--- config.mk ---
export PLATFORM = sky130hd
export DESIGN_NAME = uart_tx_feeder
export DESIGN_NICKNAME = d
export VERILOG_FILES = /design/src/rtl/uart_tx_feeder.sv
export SDC_FILE = /design/constraint.sdc
export NUM_CORES = 1
export LEC_CHECK = 0
export BUFFER_PORTS_ARGS = -buffer_cell sky130_fd_sc_hd__buf_2
export CORE_MARGIN = 2
export CORE_UTILIZATION = 30
export CTS_CLUSTER_DIAMETER = 120
export DETAILED_ROUTE_END_ITERATION = 12
export PLACE_DENSITY = 0.55
export SLEW_MARGIN = 20
export SYNTH_ARGS = -nofsm -noshare
export SYNTH_HDL_FRONTEND = slang
export SYNTH_SLANG_ARGS = --single-unit
export TNS_END_PERCENT = 20
--- constraint.sdc ---
create_clock -name clk -period 2.7 [get_ports clk]
set_input_delay 0.54 -clock clk [delete_from_list [all_inputs] [get_ports clk]]
set_output_delay 0.54 -clock clk [all_outputs]
set_load 0.01 [all_outputs]
--- src/rtl/uart_tx_feeder.sv ---
// uart_tx_feeder: byte FIFO and send/done handshake controller placed in
// front of a UART transmitter. Bytes are accepted at any rate, then handed
// to the transmitter one at a time with tx_data held for the whole frame.
module uart_tx_feeder #(
   parameter int DEPTH_LOG2 = 4
) (
   input  logic                  clk,
   input  logic                  rst,
   input  logic                  wr_en,
   input  logic [7:0]            wr_data,
   output logic                  full,
   output logic                  empty,
   output logic [DEPTH_LOG2:0]   count,
   output logic                  overflow,
   output logic                  tx_send,
   output logic [7:0]            tx_data,
   input  logic                  tx_done,
   output logic                  busy
);

   localparam int                  DEPTH    = 1 << DEPTH_LOG2;
   localparam logic [DEPTH_LOG2:0] FULL_CNT = {1'b1, {DEPTH_LOG2{1'b0}}};
   localparam logic [DEPTH_LOG2:0] CNT_ONE  = 1;
   localparam logic [DEPTH_LOG2-1:0] PTR_ONE = 1;

   typedef enum logic [1:0] {
      IDLE    = 2'd0,
      LOAD    = 2'd1,
      SEND    = 2'd2,
      RELEASE = 2'd3
   } state_t;

   state_t                  state_q, state_d;
   logic [DEPTH_LOG2-1:0]   wr_ptr_q, wr_ptr_d;
   logic [DEPTH_LOG2-1:0]   rd_ptr_q, rd_ptr_d;
   logic [DEPTH_LOG2:0]     count_q, count_d;
   logic                    tx_send_q, tx_send_d;
   logic [7:0]              tx_data_q, tx_data_d;
   logic                    overflow_q, overflow_d;
   logic [7:0]              mem [DEPTH];

   logic                    wr_acc;
   logic                    pop;

   // Flags come straight from the registered count so they are glitch-free.
   assign full     = (count_q == FULL_CNT);
   assign empty    = (count_q == '0);
   assign count    = count_q;
   assign overflow = overflow_q;
   assign tx_send  = tx_send_q;
   assign tx_data  = tx_data_q;
   assign busy     = (state_q != IDLE) | ~empty;

   // A write is judged on the current count only: a pop in the same cycle
   // does not make room for it.
   assign wr_acc = wr_en & ~full;
   assign pop    = (state_q == LOAD);

   // Storage array; no reset needed since count gates every read.
   always_ff @(posedge clk) begin
      if (wr_acc) mem[wr_ptr_q] <= wr_data;
   end

   // Pointer, count and output data next-state.
   always_comb begin
      wr_ptr_d   = wr_ptr_q;
      rd_ptr_d   = rd_ptr_q;
      count_d    = count_q;
      tx_data_d  = tx_data_q;
      overflow_d = wr_en & full;
      if (wr_acc) wr_ptr_d = wr_ptr_q + PTR_ONE;
      if (pop) begin
         rd_ptr_d  = rd_ptr_q + PTR_ONE;
         tx_data_d = mem[rd_ptr_q];
      end
      case ({wr_acc, pop})
         2'b10:   count_d = count_q + CNT_ONE;
         2'b01:   count_d = count_q - CNT_ONE;
         default: count_d = count_q;
      endcase
   end

   // Handshake FSM: only leaves IDLE once the transmitter has dropped done,
   // and waits for done to fall again before considering the next byte.
   always_comb begin
      state_d = state_q;
      case (state_q)
         IDLE:    if (!empty && !tx_done) state_d = LOAD;
         LOAD:    state_d = SEND;
         SEND:    if (tx_done) state_d = RELEASE;
         RELEASE: if (!tx_done) state_d = IDLE;
         default: state_d = IDLE;
      endcase
      tx_send_d = (state_d == SEND);
   end

   // State register with asynchronous reset that drops all queued bytes.
   always_ff @(posedge clk or posedge rst) begin
      if (rst) begin
         state_q    <= IDLE;
         wr_ptr_q   <= '0;
         rd_ptr_q   <= '0;
         count_q    <= '0;
         tx_send_q  <= 1'b0;
         tx_data_q  <= 8'h00;
         overflow_q <= 1'b0;
      end else begin
         state_q    <= state_d;
         wr_ptr_q   <= wr_ptr_d;
         rd_ptr_q   <= rd_ptr_d;
         count_q    <= count_d;
         tx_send_q  <= tx_send_d;
         tx_data_q  <= tx_data_d;
         overflow_q <= overflow_d;
      end
   end

endmodule
==> impl_metrics.ini, run 1 <==
[critical_path]
regToRegSetupSlack_ps = 300
worstSetupStartpointType = flip-flop
crit_type = flip-flop to flip-flop
cp.required_ps = 3040
end_kind = flip-flop
worstRegToRegCells = 10
worstPathArrival_ps = 2740
r2r_end = count[4]$_DFFE_PP0P_
critical_path.reg2reg.startpoint = count[1]$_DFFE_PP0P_
cp_max_fo = 8

[synthesis]
syn_area_um2 = 6210
number_of_storage_elements_in_the_synthesis_netlist = 153
synthesis.yosys.warnings = 0
yosys.area.top_type_share_pct = 61.90
synthDistinctLibCells = 35
synth_area_leaders = sky130_fd_sc_hd__edfxtp_1 (62%), sky130_fd_sc_hd__dfrtp_1 (10%), sky130_fd_sc_hd__mux2i_1 (5.2%)
syn_inst = 356
net_count_synth = 376
post_synth.cell_area_avg_um2 = 17.44
yosys.area.top_type = sky130_fd_sc_hd__edfxtp_1
synth_seq_area_share_pct = 71.97

[placed_design]
port-buffer-count = 29
pre_cts_ws_ps = 24.40
dp.final_hpwl_um = 7919
globalplace.congestion = 0.8064

[floorplanning]
initial_core_util_pct = 30.59
core_region_area_um2 = 20300
num_rows = 52
number_of_top_level_pins = 30
total_die_area_um2 = 21870
die_height_um = 147.9
die-width_um = 147.9

[route]
drt_pre_antenna_iters = 4
first_iter_violations = 216
routed-via-count = 3195
drc = 0
wire_per_inst_um = 17.87
viasPerCell = 4.685
wl_um = 12190
ant_nets = 0

[clock_tree]
tritoncts = yes
cts_setup_buffers = 0
cts.sinks = 153
clock_insertion_delay_worst_skew_ps = 420
cts.path.max_buffers = 2
cts.htree.levels = 4
root_buffer = sky130_fd_sc_hd__clkbuf_16
cts_inserted_buffers = 17
clkTransAtPathRegs_ps = 60

[power]
power_density_nw_per_um2 = 1050
total_power_mw = 7.665
power.leakage_nw = 2.588
vdd_ir_drop_max_v = 0.0004049

[hold_path]
holdCritPathClass = primary input to asynchronous set/reset pin

[sta]
post-route-worst-setup-slack_ps = 302.0
final.min_clock_period_ps = 2398
fmax_mhz = 417.0
timing.slew.headroom_pct = 34.34
rsz0062_at_grt = false
setup-tns-final_ps = 0
finClkSkew_ps = 16.09
timing_max_transition_violations_final = 0
setup_viol = 0
post-route-period-util_pct = 88.82
final_hold_viol_count = 0
tightest_slew_ps = 978.8

[layout]
diodes = 0
drive_above_1_share_pct = 24.51
layout-area-overhead-vs-synth_pct = 17.59
finalNetCount = 419

[grt]
gr-usage-all-layers_pct = 11.88
pin_count_of_the_biggest_net_entering_global_routing = 34
grt_pass1_vias = 3340
first_pass_grt_wire_length_um = 19090
global_route.overflow_total = 0
grt_antenna_before_repair = 0

[run]
maxCapViolCount = 0

[outcome]
outcome = completed
cell usage after synthesis:
master / number
sky130_fd_sc_hd__buf_1: 6
sky130_fd_sc_hd__xor2_1: 7
sky130_fd_sc_hd__and2_1: 1
sky130_fd_sc_hd__buf_2: 6
sky130_fd_sc_hd__nor2b_1: 4
sky130_fd_sc_hd__inv_1: 6
sky130_fd_sc_hd__nor2_1: 22
sky130_fd_sc_hd__dfrtp_1: 25
sky130_fd_sc_hd__a21boi_2: 1
sky130_fd_sc_hd__a21o_1: 2
sky130_fd_sc_hd__nand2_1: 10
sky130_fd_sc_hd__nand2b_1: 5
sky130_fd_sc_hd__clkbuf_1: 3
sky130_fd_sc_hd__and3b_1: 2
sky130_fd_sc_hd__or2_2: 1
sky130_fd_sc_hd__edfxtp_1: 128
sky130_fd_sc_hd__buf_6: 2
sky130_fd_sc_hd__a21oi_1: 5
sky130_fd_sc_hd__buf_12: 1
sky130_fd_sc_hd__nor4b_1: 1
sky130_fd_sc_hd__mux4_1: 9
sky130_fd_sc_hd__mux2_2: 10
sky130_fd_sc_hd__nand4_1: 2
sky130_fd_sc_hd__xnor2_1: 6
sky130_fd_sc_hd__a32oi_1: 1
sky130_fd_sc_hd__nor4_1: 2
sky130_fd_sc_hd__o31ai_1: 1
sky130_fd_sc_hd__o22ai_1: 19
sky130_fd_sc_hd__o21ai_0: 3
sky130_fd_sc_hd__o22ai_2: 5
sky130_fd_sc_hd__and3_1: 1
sky130_fd_sc_hd__ha_1: 8
sky130_fd_sc_hd__mux4_2: 7
sky130_fd_sc_hd__nor3_1: 12
sky130_fd_sc_hd__mux2i_1: 32
per-stage QoR:
step	util (%)	cell area [um2]	instances	hold WS (ps)
2_1_floorplan	-	6210	356	458.8
3_3_place_gp	32.99	6698	650	485.6
3_5_place_dp	32.99	6698	650	499.7
4_1_cts	35.89	7284	682	354.2
5_1_grt	35.97	7302	682	267.1
6_report	35.97	7302	682	226.6
how the worst max path moves through the flow:
stage | endpoint | start
2_1_floorplan | count[4]$_DFFE_PP0P_ | count[1]$_DFFE_PP0P_
3_3_place_gp | count[4]$_DFFE_PP0P_ | count[1]$_DFFE_PP0P_
3_5_place_dp | count[2]$_DFFE_PP0P_ | count[1]$_DFFE_PP0P_
4_1_cts | count[2]$_DFFE_PP0P_ | count[1]$_DFFE_PP0P_
5_1_grt | count[4]$_DFFE_PP0P_ | count[1]$_DFFE_PP0P_
6_report | count[4]$_DFFE_PP0P_ | count[1]$_DFFE_PP0P_
cells in the final DEF (no fill, tap or decap), drive strengths merged, types with 3 or more instances in the layout:
cell type,Yosys,routed
dfrtp,25,25
a21oi,5,5
clkinv,0,6
buf,15,42
nor2b,4,4
mux4,16,16
mux2,10,10
mux2i,32,32
edfxtp,128,128
o21ai,3,3
inv,6,10
clkbuf,3,17
nor3,12,12
xor2,7,7
nor2,22,22
nand2,10,10
ha,8,8
clkinvlp,0,4
o22ai,24,24
xnor2,6,6
nand2b,5,5
per-layer routing:
layer	GRT usage (%)	wire [um]	vias to the layer above
met3	2.932	441	15
li1	-	-	1478
met1	15.56	5545	1636
met5	0	0	-
met4	5.238	260	0
met2	18.84	5943	66
repair_timing:
item / CTS / global route
hold buffers: 0 / 0
endpoints found under the setup margin: 0 / 3
gates resized for setup: 0 / 3
layout make-up:
cell class | instances | area [um2]
Timing Repair Buffer | 42 | 255.2
Tap cell | 270 | 337.8
Sequential cell | 153 | 4471
Multi-Input combinational cell | 179 | 1629
Fill cell | 1925 | 13000
Clock inverter | 15 | 161.4
Inverter | 6 | 22.52
Clock buffer | 17 | 425.4
critical path: stages (launching register included):
cell,delay [ps]
sky130_fd_sc_hd__dfrtp_1,490
sky130_fd_sc_hd__nor4_4,380
sky130_fd_sc_hd__a21boi_2,110
sky130_fd_sc_hd__inv_1,90
sky130_fd_sc_hd__ha_2,280
sky130_fd_sc_hd__xor2_1,190
sky130_fd_sc_hd__ha_1,220
sky130_fd_sc_hd__and3b_1,160
sky130_fd_sc_hd__o21ai_0,70
sky130_fd_sc_hd__a21oi_1,190
sky130_fd_sc_hd__xor2_1,160
flip-flops by register name (all words and copies together) (netlist names):
name,flops
overflow,1
tx_data,8
state_q,2
count,5
tx_send,1
mem,128
wr_ptr_q,4
rd_ptr_q,4
kinds of logic after synthesis:
| logic type | share of synthesized area [%] |
|---|---|
| and+or+nand+nor | 4.937 |
| DFF | 71.97 |
| AOI/OAI and AO/OA | 4.251 |
| buffers and inverters | 2.075 |
| xor gates and xnor gates | 1.834 |
| adders and majority gates | 1.612 |
| muxes | 13.32 |
where the power goes:
part	internal (mW)	leakage [nW]	total, mW	switching, mW
Sequential	2.95	1.45	3.29	0.348
Combinational	0.980	0.866	2.07	1.09
Clock	1.30	0.274	2.30	1.00
Total	5.23	2.59	7.67	2.44
Note: power is estimated with default switching activity, not from simulation.
==> inputs of run 2 (changes only) <==
- ABC_AREA: default -> 1
- CAP_MARGIN: default -> 20
==> impl_metrics.ini, run 2 <==
[critical_path]
crit_type = flip-flop to flip-flop
end_kind = flip-flop
cp.required_ps = 3020
worstRegToRegCells = 14
cp_max_fo = 7
regToRegSetupSlack_ps = 480
worstSetupStartpointType = flip-flop
worstPathArrival_ps = 2540

[power]
vdd_ir_drop_max_v = 0.0005705
total_power_mw = 8.360
power_density_nw_per_um2 = 1100
power.leakage_nw = 3.072

[layout]
drive_above_1_share_pct = 12.65
diodes = 0
largest_register = mem
finalNetCount = 655
mostFrequentLayoutCells = sky130_fd_sc_hd__nand2_1 (230), sky130_fd_sc_hd__edfxtp_1 (128), sky130_fd_sc_hd__nand3_1 (81), sky130_fd_sc_hd__nor2_1 (33), sky130_fd_sc_hd__buf_2 (29)
final.fill_count = 2151
most_common_cell_after_layout_fill_and_taps_aside = sky130_fd_sc_hd__nand2_1
largest_register_ffs = 128
layout-area-overhead-vs-synth_pct = 16.31

[synthesis]
synth_seq_area_share_pct = 68.36
syn_area_um2 = 6538
synthFlopType = sky130_fd_sc_hd__edfxtp_1
synthArstFlopShare_pct = 16.34
number_of_storage_elements_in_the_synthesis_netlist = 153
synth_edf_count = 128
post_synth.cell_area_avg_um2 = 10.90
synthDistinctLibCells = 25
yosys.area.top_type_share_pct = 58.79
synth_area_leaders = sky130_fd_sc_hd__edfxtp_1 (59%), sky130_fd_sc_hd__nand2_1 (13%), sky130_fd_sc_hd__dfrtp_1 (9.6%)
syn_inst = 600
synth.most_common_cell = sky130_fd_sc_hd__nand2_1
ys_top_cells_by_count = sky130_fd_sc_hd__nand2_1 (230), sky130_fd_sc_hd__edfxtp_1 (128), sky130_fd_sc_hd__nand3_1 (81)
yosys.area.top_type = sky130_fd_sc_hd__edfxtp_1
net_count_synth = 620
synthesis.yosys.warnings = 0

[grt]
grt_pass1_vias = 3999
gr-usage-all-layers_pct = 14.11
first_pass_grt_wire_length_um = 23080
pin_count_of_the_biggest_net_entering_global_routing = 66
global_route.overflow_total = 0
grt_antenna_before_repair = 0

[sta]
tightest_slew_ps = 750.2
final_hold_viol_count = 0
setup-tns-final_ps = 0
timing.slew.headroom_pct = 49.80
finClkSkew_ps = 6.352
final.min_clock_period_ps = 2222
setup_viol = 0
fmax_mhz = 450.0
post-route-period-util_pct = 82.30
rsz0062_at_grt = false
timing_max_transition_violations_final = 0

[route]
ant_nets = 0
routed-via-count = 4193
drc = 0
viasPerCell = 4.518
wl_um = 15120
wire_per_inst_um = 16.29
drt_pre_antenna_iters = 4
first_iter_violations = 291

[clock_tree]
holdBufCountCts = 0
ctsResizeCount = 0
cts.path.max_buffers = 2
cts.htree.levels = 4
clock_insertion_delay_worst_skew_ps = 430
cts.sinks = 153
root_buffer = sky130_fd_sc_hd__clkbuf_16
cts_inserted_buffers = 17
clkTransAtPathRegs_ps = 60
tritoncts = yes
cts_setup_buffers = 0

[floorplanning]
number_of_top_level_pins = 30
num_rows = 54
total_die_area_um2 = 22990
die-width_um = 151.6
die_height_um = 151.6
initial_core_util_pct = 30.24
core_region_area_um2 = 21620

[outcome]
outcome = completed

[run]
maxCapViolCount = 0

[hold_path]
holdCritPathClass = primary input to asynchronous set/reset pin

[placed_design]
dp.final_hpwl_um = 9774
port-buffer-count = 29
globalplace.congestion = 0.7880
-- run 2: kinds of logic (layout without fill, tap and decap cells) --
| logic type | after synthesis | count (layout) | share of synthesized area (%) |
|---|---|---|---|
| AOI/OAI and AO/OA | 24 | 24 | 1.857 |
| xor gates and xnor gates | 9 | 9 | 1.206 |
| adders and majority gates | 8 | 8 | 1.531 |
| buffers and inverters | 52 | 100 | 4.555 |
| DFF | 153 | 153 | 68.36 |
| and+or+nand+nor | 354 | 354 | 22.49 |
-- run 2: final timing paths --
| path | end | start |
|---|---|---|
| min in group clk | overflow$_DFF_PP0_ | wr_en |
| max reg2reg | count[4]$_DFFE_PP0P_ | count[0]$_DFFE_PP0P_ |
| min reg2reg | rd_ptr_q[3]$_DFFE_PP0N_ | rd_ptr_q[3]$_DFFE_PP0N_ |
| max in group asynchronous | rd_ptr_q[0]$_DFFE_PP0N_ | rst |
| min | count[4]$_DFFE_PP0P_ | rst |
| max | count[4]$_DFFE_PP0P_ | count[0]$_DFFE_PP0P_ |
-- run 2: through the flow --
stage / utilization, % / cells / area, um2 / worst slack (ps) / hold WS [ps]
3_5_place_dp: 32.14 / 896 / 6949 / 492.4 / 461.6
6_report: 35.17 / 928 / 7604 / 477.9 / 172.7
3_3_place_gp: 32.14 / 896 / 6949 / 538.3 / 454.8
2_1_floorplan: - / 600 / 6538 / 441.2 / 441.6
4_1_cts: 35.17 / 928 / 7604 / 477.7 / 179.0
5_1_grt: 35.17 / 928 / 7604 / 146.6 / 208.6
-- run 2: final cells by class --
cell class	count	area [um2]	area share, %
Clock buffer	20	466.7	6.138
Tap cell	280	350.3	4.608
Sequential cell	153	4471	58.80
Clock inverter	12	187.7	2.468
Inverter	26	102.6	1.349
Timing Repair Buffer	42	255.2	3.357
Multi-Input combinational cell	395	1770	23.28
-- run 2: layer usage --
metal | global-route usage, % | share of wire [%] | vias up
met4 | 6.296 | 2.5 | 0
met5 | 0 | 0 | -
met2 | 22.81 | 49 | 110
met1 | 18.10 | 42 | 1968
met3 | 3.293 | 6.6 | 27
li1 | - | - | 2088
-- run 2: report_power, final --
part,internal [mW],switching (mW),total [mW]
Sequential,2.93,0.195,3.12
Combinational,0.796,1.83,2.63
Clock,1.64,0.976,2.61
Total,5.36,3.00,8.36
-- run 2: critical path, stage by stage, from the launching register on --
cell                       delay, ps
sky130_fd_sc_hd__dfrtp_1         440
sky130_fd_sc_hd__nor2_1          160
sky130_fd_sc_hd__nand4_1         210
sky130_fd_sc_hd__nand2_2         120
sky130_fd_sc_hd__ha_1            300
sky130_fd_sc_hd__nor2_1           70
sky130_fd_sc_hd__nor2_1          150
sky130_fd_sc_hd__ha_1            170
sky130_fd_sc_hd__inv_1            40
sky130_fd_sc_hd__nand2_1          90
sky130_fd_sc_hd__nand3_1         110
sky130_fd_sc_hd__nand3b_1        110
sky130_fd_sc_hd__nand2_1          60
sky130_fd_sc_hd__nand2_1          50
sky130_fd_sc_hd__nand2_1          40
==> inputs of run 3 (changes only) <==
- clock period: 2.7 -> 2.1 ns (I/O delays scaled with it)
==> impl_metrics.ini, run 3 (same netlist as run 2, synthesis figures left out) <==
[grt]
grt_antenna_before_repair = 0
global_route.overflow_total = 0
gr-usage-all-layers_pct = 13.89
grt_pass1_vias = 4013
pin_count_of_the_biggest_net_entering_global_routing = 67
first_pass_grt_wire_length_um = 23230

[floorplanning]
die-width_um = 151.6
total_die_area_um2 = 22990
die_height_um = 151.6
initial_core_util_pct = 30.24
num_rows = 54
number_of_top_level_pins = 30
core_region_area_um2 = 21620

[route]
drc = 0
first_iter_violations = 273
wl_um = 15270
viasPerCell = 4.566
ant_nets = 0
routed-via-count = 4310
drt_pre_antenna_iters = 5
wire_per_inst_um = 16.18

[layout]
final.fill_count = 2145
final_core_occ_pct = 35.50
drive_above_1_share_pct = 15.51
most_common_cell_after_layout_fill_and_taps_aside = sky130_fd_sc_hd__nand2_1
largest_register = mem
finalNetCount = 671
largest_register_ffs = 128
layout-area-overhead-vs-synth_pct = 17.40
diodes = 0
mostFrequentLayoutCells = sky130_fd_sc_hd__nand2_1 (229), sky130_fd_sc_hd__edfxtp_1 (128), sky130_fd_sc_hd__nand3_1 (80), sky130_fd_sc_hd__buf_2 (29), sky130_fd_sc_hd__nor2_1 (28)

[critical_path]
worstRegToRegCells = 14
worstSetupStartpointType = flip-flop
regToRegSetupSlack_ps = 120
worstPathArrival_ps = 2290
cp.required_ps = 2410
cp_max_fo = 7
end_kind = flip-flop
crit_type = flip-flop to flip-flop

[clock_tree]
cts_inserted_buffers = 17
cts.path.max_buffers = 2
clock_insertion_delay_worst_skew_ps = 420
clkTransAtPathRegs_ps = 60
cts.sinks = 153
cts.htree.levels = 4
root_buffer = sky130_fd_sc_hd__clkbuf_16
tritoncts = yes
holdBufCountCts = 0

[sta]
rsz0062_at_grt = true
finClkSkew_ps = 7.457
timing.slew.headroom_pct = 54.21
worst_slack_on_hold_paths_ps = 59.20
final_hold_viol_count = 0
setup-tns-final_ps = 0
post-route-worst-setup-slack_ps = 120.0
fmax_mhz = 505.0
post-route-period-util_pct = 94.29
setup_viol = 0
timing_max_transition_violations_final = 0
final.min_clock_period_ps = 1980
tightest_slew_ps = 684.4

[run]
maxCapViolCount = 0

[power]
vdd_ir_drop_max_v = 0.0006661
total_power_mw = 10.37
power_density_nw_per_um2 = 1351
power.leakage_nw = 3.096

[placed_design]
globalplace.congestion = 0.7773
port-buffer-count = 29
pre_cts_ws_ps = 106.6
dp.final_hpwl_um = 9373

[hold_path]
holdCritPathClass = primary input to asynchronous set/reset pin

[outcome]
outcome = completed
[run 3: cell types whose count changed in the layout (fill, tap and decap cells not counted), moves of 2 or more]
cell / before / now
sky130_fd_sc_hd__dfrtp_1: 24 / 22
sky130_fd_sc_hd__dfrtp_2: 1 / 3
sky130_fd_sc_hd__clkbuf_8: 3 / 0
sky130_fd_sc_hd__buf_4: 12 / 26
sky130_fd_sc_hd__nor2_1: 33 / 28
sky130_fd_sc_hd__inv_6: 3 / 1
sky130_fd_sc_hd__clkinv_1: 0 / 5
sky130_fd_sc_hd__bufinv_16: 4 / 1
sky130_fd_sc_hd__ha_1: 8 / 6
sky130_fd_sc_hd__nor2_2: 1 / 5
sky130_fd_sc_hd__buf_12: 1 / 3
[run 3: layout make-up]
type                       instances  area [um2]  area share [%]
clock buffer                      18       429.2           5.592
clock inverter                    14       108.9           1.418
inverter                          26       102.6           1.337
multi-input combinational        395        1810           23.59
sequential                       153        4473           58.28
tap                              280       350.3           4.565
timing repair buffer              58       400.4           5.217
[run 3: report_power, final]
group | switching, mW | internal [mW] | leakage (nW)
Combinational | 2.40 | 1.16 | 1.38
Clock | 1.16 | 1.61 | 0.257
Sequential | 0.276 | 3.77 | 1.46
Total | 3.84 | 6.53 | 3.10
[run 3: metal layers]
metal / track usage [%] / wire length [um]
met4: 6.019 / 344
met2: 22.51 / 7594
met3: 2.665 / 596
met1: 18.24 / 6735
met5: 0 / 0
[run 3: what timing repair did]
item | CTS | global route
setup endpoints to repair | 0 | 2
resized for setup | 0 | 7
buffers inserted | 0 | 5
[run 3: worst max-delay path, stage by stage (launching register included)]
cell	delay [ps]
sky130_fd_sc_hd__dfrtp_1	430
sky130_fd_sc_hd__inv_1	120
sky130_fd_sc_hd__nand4_1	140
sky130_fd_sc_hd__nand2_2	140
sky130_fd_sc_hd__ha_4	180
sky130_fd_sc_hd__nor2_1	60
sky130_fd_sc_hd__nor2_1	150
sky130_fd_sc_hd__ha_2	180
sky130_fd_sc_hd__inv_1	40
sky130_fd_sc_hd__nand2_2	80
sky130_fd_sc_hd__nand3_2	90
sky130_fd_sc_hd__nand3b_1	90
sky130_fd_sc_hd__nand2_1	50
sky130_fd_sc_hd__nand2_1	50
sky130_fd_sc_hd__nand2_1	50
[run 3: path summary, 6_finish.rpt]
check / from / end
setup / recovery: count[1]$_DFFE_PP0P_ / count[4]$_DFFE_PP0P_
hold / removal: rst / tx_send$_DFF_PP0_
setup reg to reg: count[1]$_DFFE_PP0P_ / count[4]$_DFFE_PP0P_
hold reg to reg: rd_ptr_q[3]$_DFFE_PP0N_ / rd_ptr_q[3]$_DFFE_PP0N_
max in group asynchronous: rst / rd_ptr_q[0]$_DFFE_PP0N_
min in group clk: wr_en / overflow$_DFF_PP0_
[run 3: stage by stage]
| stage | cells | instance area [um2] |
|---|---|---|
| after floorplan | 600 | 6568 |
| after global routing | 944 | 7675 |
| after global placement | 907 | 7077 |
| after CTS | 939 | 7615 |
| after detailed placement | 907 | 7077 |
| final | 944 | 7675 |
